**config.mk**
```make
export PLATFORM = sky130hd
export DESIGN_NAME = hyperspace_io_stream
export DESIGN_NICKNAME = d
export VERILOG_FILES = /design/src/rtl/hyperspace_io_stream.sv
export SDC_FILE = /design/constraint.sdc
export NUM_CORES = 1
export LEC_CHECK = 0
export ABC_AREA = 1
export ABC_CLOCK_PERIOD_IN_PS = 2700
export CAP_MARGIN = 5
export CORE_MARGIN = 5
export CORE_UTILIZATION = 44
export DETAILED_ROUTE_END_ITERATION = 16
export PLACE_DENSITY = 0.84
export SLEW_MARGIN = 30
export SYNTH_ARGS = -nofsm -noshare
export SYNTH_HDL_FRONTEND = slang
export SYNTH_SLANG_ARGS = --single-unit
```
**constraint.sdc**
```tcl
create_clock -name clock -period 2.7 [get_ports clock]
set_input_delay 0.405 -clock clock [delete_from_list [all_inputs] [get_ports clock]]
set_output_delay 0.405 -clock clock [all_outputs]
set_load 0.05 [all_outputs]
```
**src/rtl/hyperspace_io_stream.sv**
```systemverilog
// Pin-level stream reducer: packs 8-bit samples into 4-byte pixels and emits
// the three adjacent-band 16-bit sums of each pixel over a valid/ready/last port.
module hyperspace_io_stream #(
  parameter int IO_W  = 38,
  parameter int GROUP = 4
) (
  input  logic            clock,
  input  logic            resetb,
  input  logic [IO_W-1:0] io_in,
  output logic [IO_W-1:0] io_out,
  output logic [IO_W-1:0] io_oeb
);

  localparam int IDX_W = $clog2(GROUP);
  localparam logic [IDX_W-1:0] LAST_IDX  = IDX_W'(GROUP - 1);
  localparam logic [IDX_W-1:0] LAST_WORD = IDX_W'(GROUP - 2);
  // Pins 0-17 and 27 are driven outputs; everything else stays an input.
  localparam logic [IO_W-1:0] OUT_PINS = IO_W'(38'h00_0803_FFFF);

  typedef enum logic {COLLECT, EMIT} state_t;

  state_t           state;
  logic [IDX_W-1:0] idx;
  logic [IDX_W-1:0] widx;
  logic             last_flag;
  logic [7:0]       b  [GROUP];
  logic [7:0]       nb [GROUP];
  logic             in_ready;
  logic             out_valid;
  logic             out_last;
  logic [15:0]      out_data;

  logic       in_valid;
  logic       in_last;
  logic       out_ready;
  logic [7:0] in_byte;
  logic       accept;
  logic       group_done;
  logic       unused_pins;

  assign out_ready   = io_in[18];
  assign in_valid    = io_in[28];
  assign in_last     = io_in[29];
  assign unused_pins = ^{io_in[17:0], io_in[27:19]};

  // The byte arrives on the pads LSB-first from pin 37 downwards.
  always_comb begin
    for (int i = 0; i < 8; i++) in_byte[i] = io_in[37-i];
  end

  assign accept     = (state == COLLECT) && in_ready && in_valid;
  assign group_done = accept && (in_last || idx == LAST_IDX);

  // Byte file as it will look after this accept: earlier bytes kept, the new
  // byte placed at idx, later slots zeroed so a short group is already padded.
  // NOTE: every branch assigns nb[i], so this stays combinational with no latch.
  always_comb begin
    for (int i = 0; i < GROUP; i++) begin
      if (i < int'(idx))       nb[i] = b[i];
      else if (i == int'(idx)) nb[i] = in_byte;
      else                     nb[i] = 8'h00;
    end
  end

  function automatic logic [15:0] pair_sum(input logic [7:0] x, input logic [7:0] y);
    return {7'd0, {1'b0, x} + {1'b0, y}};
  endfunction

  // NOTE: state is updated with non-blocking assignments only, so every read
  // below sees the pre-edge value regardless of statement order.
  always_ff @(posedge clock) begin
    if (!resetb) begin
      state     <= COLLECT;
      idx       <= '0;
      widx      <= '0;
      last_flag <= 1'b0;
      // NOTE: the byte file is only four registers, so it is reset like any
      // other flop to keep X out of the sums.
      for (int i = 0; i < GROUP; i++) b[i] <= 8'h00;
      in_ready  <= 1'b0;
      out_valid <= 1'b0;
      out_last  <= 1'b0;
      out_data  <= 16'h0000;
    end else if (state == COLLECT) begin
      in_ready <= 1'b1;
      if (accept) begin
        b   <= nb;
        idx <= idx + IDX_W'(1);
        if (in_last) last_flag <= 1'b1;
        if (group_done) begin
          state     <= EMIT;
          in_ready  <= 1'b0;
          out_valid <= 1'b1;
          out_last  <= 1'b0;
          out_data  <= pair_sum(nb[0], nb[1]);
          widx      <= '0;
        end
      end
    end else if (out_ready) begin
      if (widx == LAST_WORD) begin
        state     <= COLLECT;
        idx       <= '0;
        widx      <= '0;
        last_flag <= 1'b0;
        in_ready  <= 1'b1;
        out_valid <= 1'b0;
        out_last  <= 1'b0;
        out_data  <= 16'h0000;
      end else begin
        widx     <= widx + IDX_W'(1);
        out_data <= pair_sum(b[widx + IDX_W'(1)], b[widx + IDX_W'(2)]);
        out_last <= (widx == LAST_WORD - IDX_W'(1)) && last_flag;
      end
    end
  end

  always_comb begin
    io_out        = '0;
    io_out[15:0]  = out_data;
    io_out[16]    = out_last;
    io_out[17]    = out_valid;
    io_out[27]    = in_ready;
  end

  assign io_oeb = ~OUT_PINS;

endmodule

```
Yosys cells after proc, flatten, opt, wreduce, memory -nomap -nowiden
Cells that the tools add are included.
{ "classes": {"n_addsub": 5, "n_lt_le_gt_ge": 5, "eq_ne": 8, "n_mux": 49, "bitwise_logic": 4, "n_reduce_logical": 16} }
{ "ops": {"columns": ["operator", "n"], "rows": [
  ["$mux W8", 10],
  ["$mux W16", 4],
  ["$bmux W8 S2", 2],
  ["$mux W1", 23],
  ["$add A8 B8 Y9", 2],
  ["$mux W2", 9],
  ["$mux W9", 1],
  ["$reduce_and A3 Y1", 3],
  ["$reduce_and A4 Y1", 2],
  ["$ge A3 B3 Y1 const B", 2],
  ["$not A2 Y3", 2],
  ["$reduce_bool A2 Y1", 3],
  ["$add A2 B1 Y2 const B", 2],
  ["$eq A2 B2 Y1 const A", 2],
  ["$eq A2 B2 Y1 const B", 2],
  ["$logic_and A1 B1 Y1", 4],
  ["$lt A1 B2 Y1 const A", 2],
  ["$reduce_and A2 Y1", 2],
  ["$add A2 B2 Y2 const B", 1],
  ["$eq A1 B2 Y1 const A", 1],
  ["$eq A2 B1 Y1 const B", 1],
  ["$logic_not A2 Y1", 1],
  ["$lt A2 B2 Y1 const A", 1],
  ["$ne A2 B1 Y1 const B", 1],
  ["other kinds (3)", 4]
]} }
{ "totals": {"register_bits": 57, "inputBits": 40, "out_inout_bits": 76} }

Depth between registers and ports, before layout
Gate-level depths: netlist (run 1).
{ "depth": {"ltp_word": 9, "ltp_mapped": 18} }

Worst setup path after synthesis (run 1)
Ideal clock, no wire load.
{ "synth_path": {"kind": "register to register", "startpoint": "register widx[0]", "endpoint": "register out_data[7]", "arrival_ns": 2.914, "path_slack_ns": -0.284, "path_stages_with_launch": 17, "path_buffers": 3, "synth_period_minus_slack_ns": 2.984, "cell_sequence": "dfxtp_1 clkbuf_1 inv_1 clkbuf_1 ha_1 inv_1 clkbuf_1 o21ai_0 a21oi_1 a21oi_1 ha_1 a21oi_1 a21boi_0 a21oi_1 o21ai_0 inv_1 a21oi_1"} }
{ "synth_between": {"elab_chain_cells": 9} }
{ "synth_rtl": {"columns": ["element", "line", "rtl"], "rows": [
  ["start: declaration", "24", "logic [IDX_W-1:0] widx;"],
  ["start signal: assignment", "110", "widx <= widx + IDX_W'(1);"],
  ["$add A2 B1 Y2 or $add A2 B2 Y2 (tied branches)", "111", "out_data <= pair_sum(b[widx + IDX_W'(1)], b[widx + IDX_W'(2)]);"],
  ["$not A2 Y3 (implied by the code)", "111", null],
  ["$bmux W8 S2", "111", null],
  ["$mux W8 (implied by the code) (2 in a row)", "111", null],
  ["$add A8 B8 Y9", "66", "return {7'd0, {1'b0, x} + {1'b0, y}};"],
  ["$mux W9 *", "100", "if (widx == LAST_WORD) begin"],
  ["$mux W16 *", "99", "end else if (out_ready) begin"],
  ["$mux W16 *", "84", "end else if (state == COLLECT) begin"],
  ["end signal: assignment", "95", "out_data <= pair_sum(nb[0], nb[1]);"],
  ["end signal: assignment", "111", null],
  ["end: declaration", "31", "logic [15:0] out_data;"]
]} }
Mark *: on every way between the ends. The rest lies on a longest branch, timed or not. The select of a mux whose other input is x is not followed.
A chain may end at the register's enable or synchronous reset.

Worst setup path in the final report (run 1)
{ "layout_path": {"startpoint": "register widx[0]", "endpoint": "register out_data[4]"} }
The elaborated chain is that of the path after synthesis.

==> results of run 1 <==
[kinds of logic after synthesis]
family          after synthesis
other cells                   2
flops                        50
buf+inv                     144
fa+ha+maj                    26
compound gates              165
simple gates                173
xor+xnor                      2
[worst paths after layout]
| check | start | end | depth (start not counted) |
|---|---|---|---|
| max | widx[0]$_SDFFE_PN0P_ | out_data[4]$_SDFFE_PN0P_ | 14 |
| min | last_flag$_SDFFE_PN0P_ | last_flag$_SDFFE_PN0P_ | 2 |
| max reg2reg | widx[0]$_SDFFE_PN0P_ | out_data[4]$_SDFFE_PN0P_ | 14 |
| min reg2reg | last_flag$_SDFFE_PN0P_ | last_flag$_SDFFE_PN0P_ | 2 |
[what timing repair did]
item / CTS / global route
buffers inserted: 0 / 0
gates resized for setup: 0 / 14
endpoints found under the setup margin: 0 / 5
[critical path, delay by kind of cell (launching register included)]
kind	cells	cell delay (ns)
fa+ha+maj	3	0.87
compound gates	6	0.81
flops	1	0.34
buf+inv	3	0.27
simple gates	2	0.14
[layout make-up]
class                   count  area (µm²)  share of cell area
clock buffers               6        82.6              0.0197
clock inverters             1        30.0             0.00715
inverters                  54         205              0.0489
multi-input cells         430        2350               0.559
flip-flops and latches     50        1000               0.239
well taps                 108         135              0.0322
repair buffers             43         395              0.0942
[routing by layer]
| layer | track usage | share of wire | vias to the layer above |
|---|---|---|---|
| met5 | 0 | 0 | - |
| met4 | 0.0897 | 0.044 | 0 |
| met3 | 0.0279 | 0.063 | 40 |
| met2 | 0.309 | 0.49 | 175 |
| met1 | 0.210 | 0.40 | 1754 |
| li1 | - | - | 1802 |
[power groups by stage]
| stage | sequential [mW] | clock (mW) | combinational (mW) |
|---|---|---|---|
| 4_1_cts | 0.819 | 0.553 | 0.846 |
| 3_5_place_dp | 0.836 | 0 | 0.838 |
| 3_3_place_gp | 0.834 | 0 | 0.823 |
| 2_1_floorplan | 0.882 | 0 | 0.673 |
| 5_1_grt | 0.825 | 0.576 | 0.932 |
| 6_report | 0.819 | 0.554 | 0.866 |
[metrics by stage]
step           hold WS (ns)  setup TNS, ns  utilization  total power [mW]  setup slack [ns]
3_5_place_dp          0.459              0        0.468              1.67            0.0544
2_1_floorplan         0.441        -0.0382            -              1.55           -0.0382
4_1_cts               0.473              0        0.481              2.22            0.0246
5_1_grt               0.508              0        0.484              2.33           0.00378
3_3_place_gp          0.452              0        0.468              1.66            0.0833
6_report              0.477              0        0.484              2.24             0.155
[flip-flops by register name, summed over array words and instances (netlist names)]
register / count
b: 32
out_data: 9
idx: 2
widx: 2
in_ready: 1
last_flag: 1
out_last: 1
out_valid: 1
state: 1
[synth_stat cells, types with 2 or more instances]
master,instances
a221oi_1,3
inv_1,44
a21oi_1,58
nor2_1,48
dfxtp_1,50
o22ai_1,10
clkbuf_1,15
a22oi_1,8
nand2_2,8
o21ai_0,53
inv_2,8
nand2_1,75
a31oi_1,3
o21ai_1,10
nand4_1,2
nand3_1,29
a21o_1,2
nor2_2,4
buf_2,2
o211ai_1,2
nand3_2,2
conb_1,2
ha_1,24
buf_4,68
fa_1,2
buf_1,4
a211oi_1,12
nand3b_1,2
==> impl_metrics.env, run 1 <==
export IMPL_cp_slowest_cell="fa_2"
export IMPL_seq_power_share=0.366
export IMPL_crit_top_cell="a21oi_1"
export IMPL_synth_async_reset_ratio=0
export IMPL_crit_chain="inv_1, ha_1, inv_2, buf_4, a21oi_1, a21oi_1, ha_2, fa_2, a21oi_1, o21ai_1, o21ai_1, nand2_1, a21oi_1, nor2_1"
export IMPL_cts_hold_buffers_added=0
export IMPL_synth_top_family_by_area="compound AO/OA/AOI/OAI gates"
export IMPL_ir_drop_mv=0.255
export IMPL_dieArea_um2=10800
export IMPL_cp_start_kind="flop"
export IMPL_clk_pin_slew_ns=0.09
export IMPL_synth_area_um2=3900
export IMPL_yosysUniqueCellTypes=40
export IMPL_vias=3771
export IMPL_slew_headroom=0.638
export IMPL_synth_top_cell_area_share=0.257
export IMPL_n_fill_cell=831
export IMPL_finalInstanceArea_um2=4200
export IMPL_clk_path_buf_depth=2
export IMPL_numPortBuffers=24
export IMPL_rsz0062_at_grt="false"
export IMPL_max_cap_viol_count=0
export IMPL_synth_edf_count=0
export IMPL_grt_pass1_vias=3388
export IMPL_ctsHtreeMaxLevel=2
export IMPL_dr_pass1_iters=5
export IMPL_antenna_found_initial=0
export IMPL_cp_required_ns=2.90
export IMPL_yosys_area_share_adder=0.0873
export IMPL_synthTopCellsByArea="dfxtp_1, buf_4, ha_1, a21oi_1, nand2_1"
export IMPL_gp_congestion=1.04
export IMPL_powerDensity_nw_per_um2=534
export IMPL_grt_max_degree=41
export IMPL_num_rows=34
export IMPL_grt_pass1_wl_mm=16.1
export IMPL_tightestPinTransition_ns=0.537
export IMPL_clk_insertion_delay_late_ns=0.31
export IMPL_die_h_um=104
export IMPL_instances_no_fill=692
export IMPL_syn2layout_area_growth_pct=7.74
export IMPL_seq_area_frac_synth=0.257
export IMPL_drtAntennaViolNets=0
export IMPL_combPwrFrac=0.387
export IMPL_postPlaceCellArea_um2=4060
export IMPL_clock_power_share=0.247
export IMPL_setup_violations=0
export IMPL_synth_compound_area_frac=0.240
export IMPL_cts_root_buf="clkbuf_8"
export IMPL_p_int_mw=1.32
export IMPL_net_switching_power_uw=923
export IMPL_fin_nets=650
export IMPL_post_synth_top_area_cell="dfxtp_1"
export IMPL_chipWidth_um=104
export IMPL_end_kind="flop"
export IMPL_hp_class="flop to flop"
export IMPL_final_common_cell="nand2_1"
export IMPL_r2r_slack_ns=0.16
export IMPL_cts_buffers=5
export IMPL_drive_above_1_share=0.110
export IMPL_crit_type="flop to flop"
export IMPL_yosysWarnings=0
export IMPL_placed_cells=685
export IMPL_p_leak_nw=1.93
export IMPL_drc_errors=0
export IMPL_netlist_instances=562
export IMPL_start_util=0.449
export IMPL_ys_flop_type="dfxtp_1"
export IMPL_final_cell_mix="nand2_1, conb_1, a21oi_1"
export IMPL_synthSimpleGateAreaFrac=0.202
export IMPL_fin_crit_ns=2.54
export IMPL_grt_use_total=0.178
export IMPL_crit_path_max_incr_delay_ns=0.35
export IMPL_synth_seq_cells=50
export IMPL_clock_sinks=50
export IMPL_overflow=0
export IMPL_top_level_ports=116
export IMPL_crit_path_max_fanout=5
export IMPL_yosys_mux_area_fraction=0
export IMPL_synth_xor_area_frac=0.00450
export IMPL_final_max_slew_viol_count=0
export IMPL_sw_frac_of_total=0.412
export IMPL_drt_iter0_markers=363
export IMPL_wl_mm=10.3
export IMPL_core_area_um2=8680
export IMPL_vias_per_cell=5.45
export IMPL_post_dp_hpwl_mm=7.56
export IMPL_detail_route_wl_per_cell_um=14.9
export IMPL_hold_viol=0
export IMPL_finClkSkew_ns=0.00641
export IMPL_antenna_cells=0
export IMPL_fin_crit_sh=0.943
export IMPL_syn_area_per_cell_um2=6.93
export IMPL_cts_tree="done"
export IMPL_worst_endpoint_arrival_ns=2.75
export IMPL_fmax_ghz=0.393
export IMPL_status="completed"
(Power assumes the default switching activity.)
==> run 2, diff against run 1 <==
Settings changed: CAP_MARGIN 5 to not set.
==> results of run 2 <==
Same layout as run 1: the final DEF is identical, and so are final timing and power.
==> run 3, diff against run 2 <==
Settings changed: HOLD_SLACK_MARGIN set to 0.1.
==> results of run 3 <==
Same layout as run 1: the final DEF is identical, and so are final timing and power.
